**config.mk**
```make
export PLATFORM = sky130hd
export DESIGN_NAME = timer_nch
export DESIGN_NICKNAME = d
export VERILOG_FILES = /design/src/rtl/timer_nch.sv
export SDC_FILE = /design/constraint.sdc
export NUM_CORES = 2
export LEC_CHECK = 0
export CAP_MARGIN = 30
export CORE_MARGIN = 10
export CORE_UTILIZATION = 45
export DETAILED_ROUTE_END_ITERATION = 8
export MAX_ROUTING_LAYER = met4
export PLACE_DENSITY_LB_ADDON = 0.12
export SYNTH_ARGS = -nofsm -noshare
export SYNTH_HDL_FRONTEND = slang
export SYNTH_SLANG_ARGS = --single-unit
```
**constraint.sdc**
```tcl
create_clock -name clk -period 13.6 [get_ports clk]
set_input_delay 2.04 -clock clk [delete_from_list [all_inputs] [get_ports clk]]
set_output_delay 2.04 -clock clk [all_outputs]
set_load 0.02 [all_outputs]
```
**src/rtl/timer_nch.sv**
```systemverilog
// N-channel programmable down-counter/timer with per-channel prescaler,
// one-shot/periodic/square/PWM modes, sticky flags and maskable interrupts.

module timer_nch_ch #(
    parameter int WIDTH = 32,
    parameter int PSC_W = 8
) (
    input  logic             clk,
    input  logic             rst,
    input  logic             wr_ctrl,
    input  logic             wr_load,
    input  logic             wr_cmp,
    input  logic             wr_stat,
    input  logic [31:0]      wdata,
    output logic [31:0]      ctrl_rd,
    output logic [WIDTH-1:0] count_rd,
    output logic [WIDTH-1:0] cmp_rd,
    output logic             flag_rd,
    output logic             out_rd,
    output logic             irq
);

    localparam logic [1:0] MODE_ONE = 2'b00;
    localparam logic [1:0] MODE_PER = 2'b01;
    localparam logic [1:0] MODE_SQR = 2'b10;
    localparam logic [1:0] MODE_PWM = 2'b11;

    logic             en_q;
    logic             ie_q;
    logic [1:0]       mode_q;
    logic [PSC_W-1:0] psc_set_q;
    logic [PSC_W-1:0] psc_q;
    logic [WIDTH-1:0] load_q;
    logic [WIDTH-1:0] cmp_q;
    logic [WIDTH-1:0] count_q;
    logic [WIDTH-1:0] count_nxt;
    logic             flag_q;
    logic             out_q;

    logic tick;
    logic event_hit;
    logic start;
    logic start_out;

    assign tick      = en_q && (psc_q == psc_set_q);
    // A CTRL write on a tick edge discards that tick entirely.
    assign event_hit = tick && !wr_ctrl && (count_q == '0);
    assign start     = wr_ctrl && wdata[0] && !en_q;
    assign start_out = (wdata[2:1] == MODE_PWM) ? (load_q < cmp_q) : 1'b0;

    always_comb begin
        count_nxt = count_q;
        if (tick) begin
            if (count_q != '0) begin
                count_nxt = count_q - WIDTH'(1);
            end else if (mode_q != MODE_ONE) begin
                count_nxt = load_q;
            end
        end
    end

    always_ff @(posedge clk) begin
        if (rst) begin
            en_q      <= 1'b0;
            ie_q      <= 1'b0;
            mode_q    <= MODE_ONE;
            psc_set_q <= '0;
            psc_q     <= '0;
            load_q    <= '0;
            cmp_q     <= '0;
            count_q   <= '0;
            flag_q    <= 1'b0;
            out_q     <= 1'b0;
        end else begin
            if (wr_load) begin
                load_q <= wdata[WIDTH-1:0];
            end
            if (wr_cmp) begin
                cmp_q <= wdata[WIDTH-1:0];
            end

            if (event_hit) begin
                flag_q <= 1'b1;
            end else if (wr_stat && wdata[0]) begin
                flag_q <= 1'b0;
            end

            if (wr_ctrl) begin
                en_q      <= wdata[0];
                mode_q    <= wdata[2:1];
                ie_q      <= wdata[3];
                psc_set_q <= wdata[8 +: PSC_W];
                if (start) begin
                    count_q <= load_q;
                    psc_q   <= '0;
                    out_q   <= start_out;
                end
            end else if (en_q) begin
                psc_q   <= tick ? '0 : psc_q + PSC_W'(1);
                count_q <= count_nxt;
                unique case (mode_q)
                    MODE_ONE: begin
                        if (event_hit) begin
                            en_q  <= 1'b0;
                            out_q <= 1'b1;
                        end
                    end
                    MODE_PER: out_q <= event_hit;
                    MODE_SQR: begin
                        if (event_hit) begin
                            out_q <= ~out_q;
                        end
                    end
                    MODE_PWM: out_q <= (count_nxt < cmp_q);
                endcase
            end
        end
    end

    always_comb begin
        ctrl_rd             = '0;
        ctrl_rd[0]          = en_q;
        ctrl_rd[2:1]        = mode_q;
        ctrl_rd[3]          = ie_q;
        ctrl_rd[8 +: PSC_W] = psc_set_q;
    end

    assign count_rd = count_q;
    assign cmp_rd   = cmp_q;
    assign flag_rd  = flag_q;
    assign out_rd   = out_q;
    assign irq      = flag_q & ie_q;

endmodule

module timer_nch #(
    parameter int NCH   = 4,
    parameter int WIDTH = 32,
    parameter int PSC_W = 8,
    localparam int AW   = $clog2(NCH) + 2
) (
    input  logic           clk,
    input  logic           rst,
    input  logic           we,
    input  logic [AW-1:0]  addr,
    input  logic [31:0]    wdata,
    output logic [31:0]    rdata,
    output logic [NCH-1:0] cnt_out,
    output logic [NCH-1:0] irq,
    output logic           irq_any
);

    logic [4:0] ch_sel;
    logic [1:0] reg_sel;

    logic [31:0]      ctrl_v  [NCH];
    logic [WIDTH-1:0] count_v [NCH];
    logic [WIDTH-1:0] cmp_v   [NCH];
    logic [NCH-1:0]   flag_v;

    // Shift rather than slice so a single-channel build has no empty field.
    assign ch_sel  = 5'(addr >> 2);
    assign reg_sel = addr[1:0];

    for (genvar g = 0; g < NCH; g++) begin : g_ch
        logic hit;

        assign hit = we && (ch_sel == 5'(g));

        timer_nch_ch #(
            .WIDTH (WIDTH),
            .PSC_W (PSC_W)
        ) u_ch (
            .clk      (clk),
            .rst      (rst),
            .wr_ctrl  (hit && (reg_sel == 2'd0)),
            .wr_load  (hit && (reg_sel == 2'd1)),
            .wr_cmp   (hit && (reg_sel == 2'd2)),
            .wr_stat  (hit && (reg_sel == 2'd3)),
            .wdata    (wdata),
            .ctrl_rd  (ctrl_v[g]),
            .count_rd (count_v[g]),
            .cmp_rd   (cmp_v[g]),
            .flag_rd  (flag_v[g]),
            .out_rd   (cnt_out[g]),
            .irq      (irq[g])
        );
    end

    always_comb begin
        rdata = '0;
        for (int i = 0; i < NCH; i++) begin
            if (ch_sel == 5'(i)) begin
                unique case (reg_sel)
                    2'd0: rdata = ctrl_v[i];
                    2'd1: rdata = 32'(count_v[i]);
                    2'd2: rdata = 32'(cmp_v[i]);
                    2'd3: rdata = {31'b0, flag_v[i]};
                endcase
            end
        end
    end

    assign irq_any = |irq;

endmodule

```
==> impl_metrics.json <==
{
  "grt_max_degree": 202,
  "synth_area_um2": 32000,
  "crit_fanout": 41,
  "multi_input_area_um2": 20700,
  "synth-seq-area-share": 0.295,
  "rrSetupSlack_ns": 8.04,
  "min_delay_worst_endpoint": "g_ch[1].u_ch.cmp_rd[9]",
  "drc": 0,
  "fillers": 7056,
  "grt_pass1_vias": 31300,
  "p_sw_mw": 1.12,
  "fmax_mhz": 128,
  "layout_setup_ws_ns": 5.78,
  "intPower_mw": 2.59,
  "min_from": "g_ch[1].u_ch.cmp_rd[9]",
  "drt_iter0_drc": 4722,
  "nets": 4664,
  "synth_enable_flop_cells": 0,
  "cts.sinks": 472,
  "dieWidth_um": 287,
  "ant_nets": 0,
  "final_common_cell": "nand2_1",
  "p_clk_frac": 0.445,
  "crit_path_end_kind": "output port",
  "postCtsSetupBuffers": 0,
  "core_um2": 70300,
  "vias": 34600,
  "r2r_end": "g_ch[1].u_ch.out_rd",
  "critical_path_required_ns": 11.56,
  "syn_inst": 4503,
  "setup_violations": 0,
  "hold_ws_ns": 0.453,
  "outcome": "finished, final reports clean",
  "rsz0062_at_grt": "false",
  "combPwrFrac": 0.167,
  "ctsResizeCount": 0,
  "reg2reg_from": "g_ch[1].u_ch.count_rd[0]",
  "wire_per_inst_um": 27.2,
  "start_util": 0.456,
  "drt-pass1-iter-count": 8,
  "grt_util_all_layers": 0.351,
  "numCtsBuffers": 56,
  "fp.dieArea_um2": 82300,
  "worstSetupPathType": "in2out",
  "drv_cap": 0,
  "leakage_nw": 13.0,
  "fin_crit_ns": 7.82,
  "slowest_stage": "nand2b_2",
  "ios": 80,
  "p_sw_frac": 0.301,
  "drive_above_1_share": 0.0562,
  "drt-total-wl_um": 146000,
  "slowest_delay_ns": 0.81,
  "totalNegativeSetupSlack_ns": 0,
  "syn_area_per_cell_um2": 7.11,
  "hold_depth": 2,
  "cp.arrival_ns": 5.78,
  "hold_viol_final": 0,
  "slew_viol_final": 0,
  "relSlewSlack": 0.250,
  "ys_ff_latch": 472,
  "fp-row-count": 97,
  "final_cell_mix": "nand2_1 (912), a21oi_1 (616), dfxtp_1 (472)",
  "synthesis.nets": 4798,
  "pwr-share-seq": 0.388,
  "area_growth_pct": 10.5,
  "timing_worst_slew_pin_value_ns": 1.12,
  "grt.overflow.total": 0,
  "ctsHtreeMaxLevel": 2,
  "dpl_worst_slack_ns": 5.99,
  "synth-async-reset-ratio": 0,
  "die_y_um": 287,
  "grt_pass1_wl_um": 213000,
  "cts_tree": "done",
  "cp-start-kind": "primary input",
  "synth-simple-area-share": 0.249,
  "power_density_nw_per_um2": 105,
  "fin_crit_sh": 0.575,
  "hp-class": "reg2reg",
  "antenna_found_initial": 4,
  "portBuffers": 79,
  "dp_hpwl_um": 104000,
  "yosysWarnings": 0,
  "via_per_inst": 6.46,
  "cts_buffer_depth": 3,
  "ir_worst_vdd_v": 0.0000967,
  "synth_compound_area_frac": 0.255,
  "startpoint": "addr[0]",
  "cts-root-buf": "clkbuf_16",
  "ys_types": 78,
  "globalplace.congestion": 1.00,
  "path_cells": "buf_4 -> buf_4 -> nand2b_2 -> nor2_1 -> a221oi_1 -> a21oi_1 -> a31oi_1 -> nor2_1 -> clkdlybuf4s50_1",
  "insertion_delay_ns": 0.63,
  "clkTransAtPathRegs_ns": 0.06,
  "ys.flop_type": "dfxtp_1",
  "synth.area.mux_share": 0.0284,
  "clock_skew_ns": 0.0106,
  "synth-xor-area-share": 0.00930,
  "r2r_cells": 16,
  "cts.hold.buffers_added": 0,
  "final-seq-area_um2": 9450,
  "synth_top_family_by_area": "compound AO/OA/AOI/OAI gates",
  "synth_fa_ha_area_frac": 0.100
}
==> state kept, by name (all words and copies together) (netlist names) <==
signal	cells
g_ch.u_ch.cmp_rd	128
g_ch.u_ch.flag_rd	4
g_ch.u_ch.load_q	128
g_ch.u_ch.en_q	4
g_ch.u_ch.count_rd	128
g_ch.u_ch.ie_q	4
g_ch.u_ch.out_rd	4
g_ch.u_ch.psc_set_q	32
g_ch.u_ch.psc_q	32
g_ch.u_ch.mode_q	8
==> metal layers <==
layer	vias to the layer above	wire length, um	global-route usage	part of all wire
met1	16400	60400	0.462	0.41
met5	-	0	-	0
met3	409	15000	0.0656	0.10
met4	0	9330	0.189	0.064
li1	15900	-	-	-
met2	1910	61000	0.501	0.42
==> power by group through the flow <==
stage | clock network, mW | registers (mW) | logic [mW]
after floorplan | 0 | 1.44 | 0.392
after detailed placement | 0 | 1.47 | 0.594
after global placement | 0 | 1.47 | 0.592
after CTS | 1.66 | 1.44 | 0.598
final | 1.65 | 1.44 | 0.619
after global routing | 1.72 | 1.44 | 0.662
==> Yosys cell counts, drive strengths merged (12+ instances only) <==
library cell  number  share of area
a21o              39         0.0091
or2               14         0.0027
xnor2             34         0.0093
a211oi            67          0.016
o21ai            216          0.034
a311oi            28         0.0077
and3              28         0.0055
ha               256           0.10
a2111oi           12         0.0033
nand3             93          0.015
nor2             345          0.041
nand2b            42         0.0082
nor2b             15         0.0029
o31ai             28         0.0066
mux2i             66          0.021
o221ai            20         0.0055
nor3             128          0.020
a31oi             28         0.0055
inv              170          0.020
nor4              48         0.0094
dfxtp            472           0.29
nor3b             13         0.0030
o211ai            37         0.0087
o22ai             34         0.0066
or4               19         0.0046
a21oi            616          0.096
a221oi            90          0.025
buf               44         0.0063
and2              14         0.0027
clkbuf           310          0.037
nand4             68          0.013
o21a              14         0.0033
or3               39         0.0076
nand2            913           0.11
==> final cells by class <==
| class | instances | area share |
|---|---|---|
| diodes | 5 | 0.000353 |
| clock buffers | 78 | 0.0459 |
| clock inverters | 21 | 0.00968 |
| inverters | 170 | 0.0180 |
| multi-input cells | 3507 | 0.584 |
| flip-flops and latches | 472 | 0.267 |
| well taps | 940 | 0.0332 |
| repair buffers | 162 | 0.0415 |
==> per-stage QoR <==
step | cell area [um2] | utilization | std cells | power (mW)
6_report | 35400 | 0.504 | 5355 | 3.71
5_1_grt | 35400 | 0.504 | 5355 | 3.82
4_1_cts | 35400 | 0.504 | 5349 | 3.70
3_5_place_dp | 33400 | 0.476 | 5250 | 2.06
3_3_place_gp | 33300 | 0.474 | 5244 | 2.06
2_1_floorplan | 32000 | - | 4503 | 1.84
==> worst max-delay path, delay by kind of cell <==
kind / cells / cell delay, ns
simple gates: 3 / 1.19
buf+inv: 3 / 1.45
compound gates: 3 / 1.03
==> worst max-delay path by stage <==
stage	endpoint	slack, ns
6_report	rdata[4]	5.78
5_1_grt	rdata[4]	5.71
3_3_place_gp	rdata[4]	5.96
3_5_place_dp	rdata[4]	5.99
2_1_floorplan	rdata[14]	7.31
4_1_cts	rdata[4]	5.96
==> cells by family (layout without fill, tap and decap cells) <==
group / count (synthesis) / count (layout)
AND/OR/NAND/NOR: 1805 / 1805
AO/OA/AOI/OAI: 1331 / 1331
buffers and inverters: 524 / 431
flip-flops: 472 / 472
adder cells (fa/ha/maj): 256 / 256
multiplexers: 81 / 81
XOR/XNOR: 34 / 34
other: 0 / 5
Power figures use the tool's default switching activity.
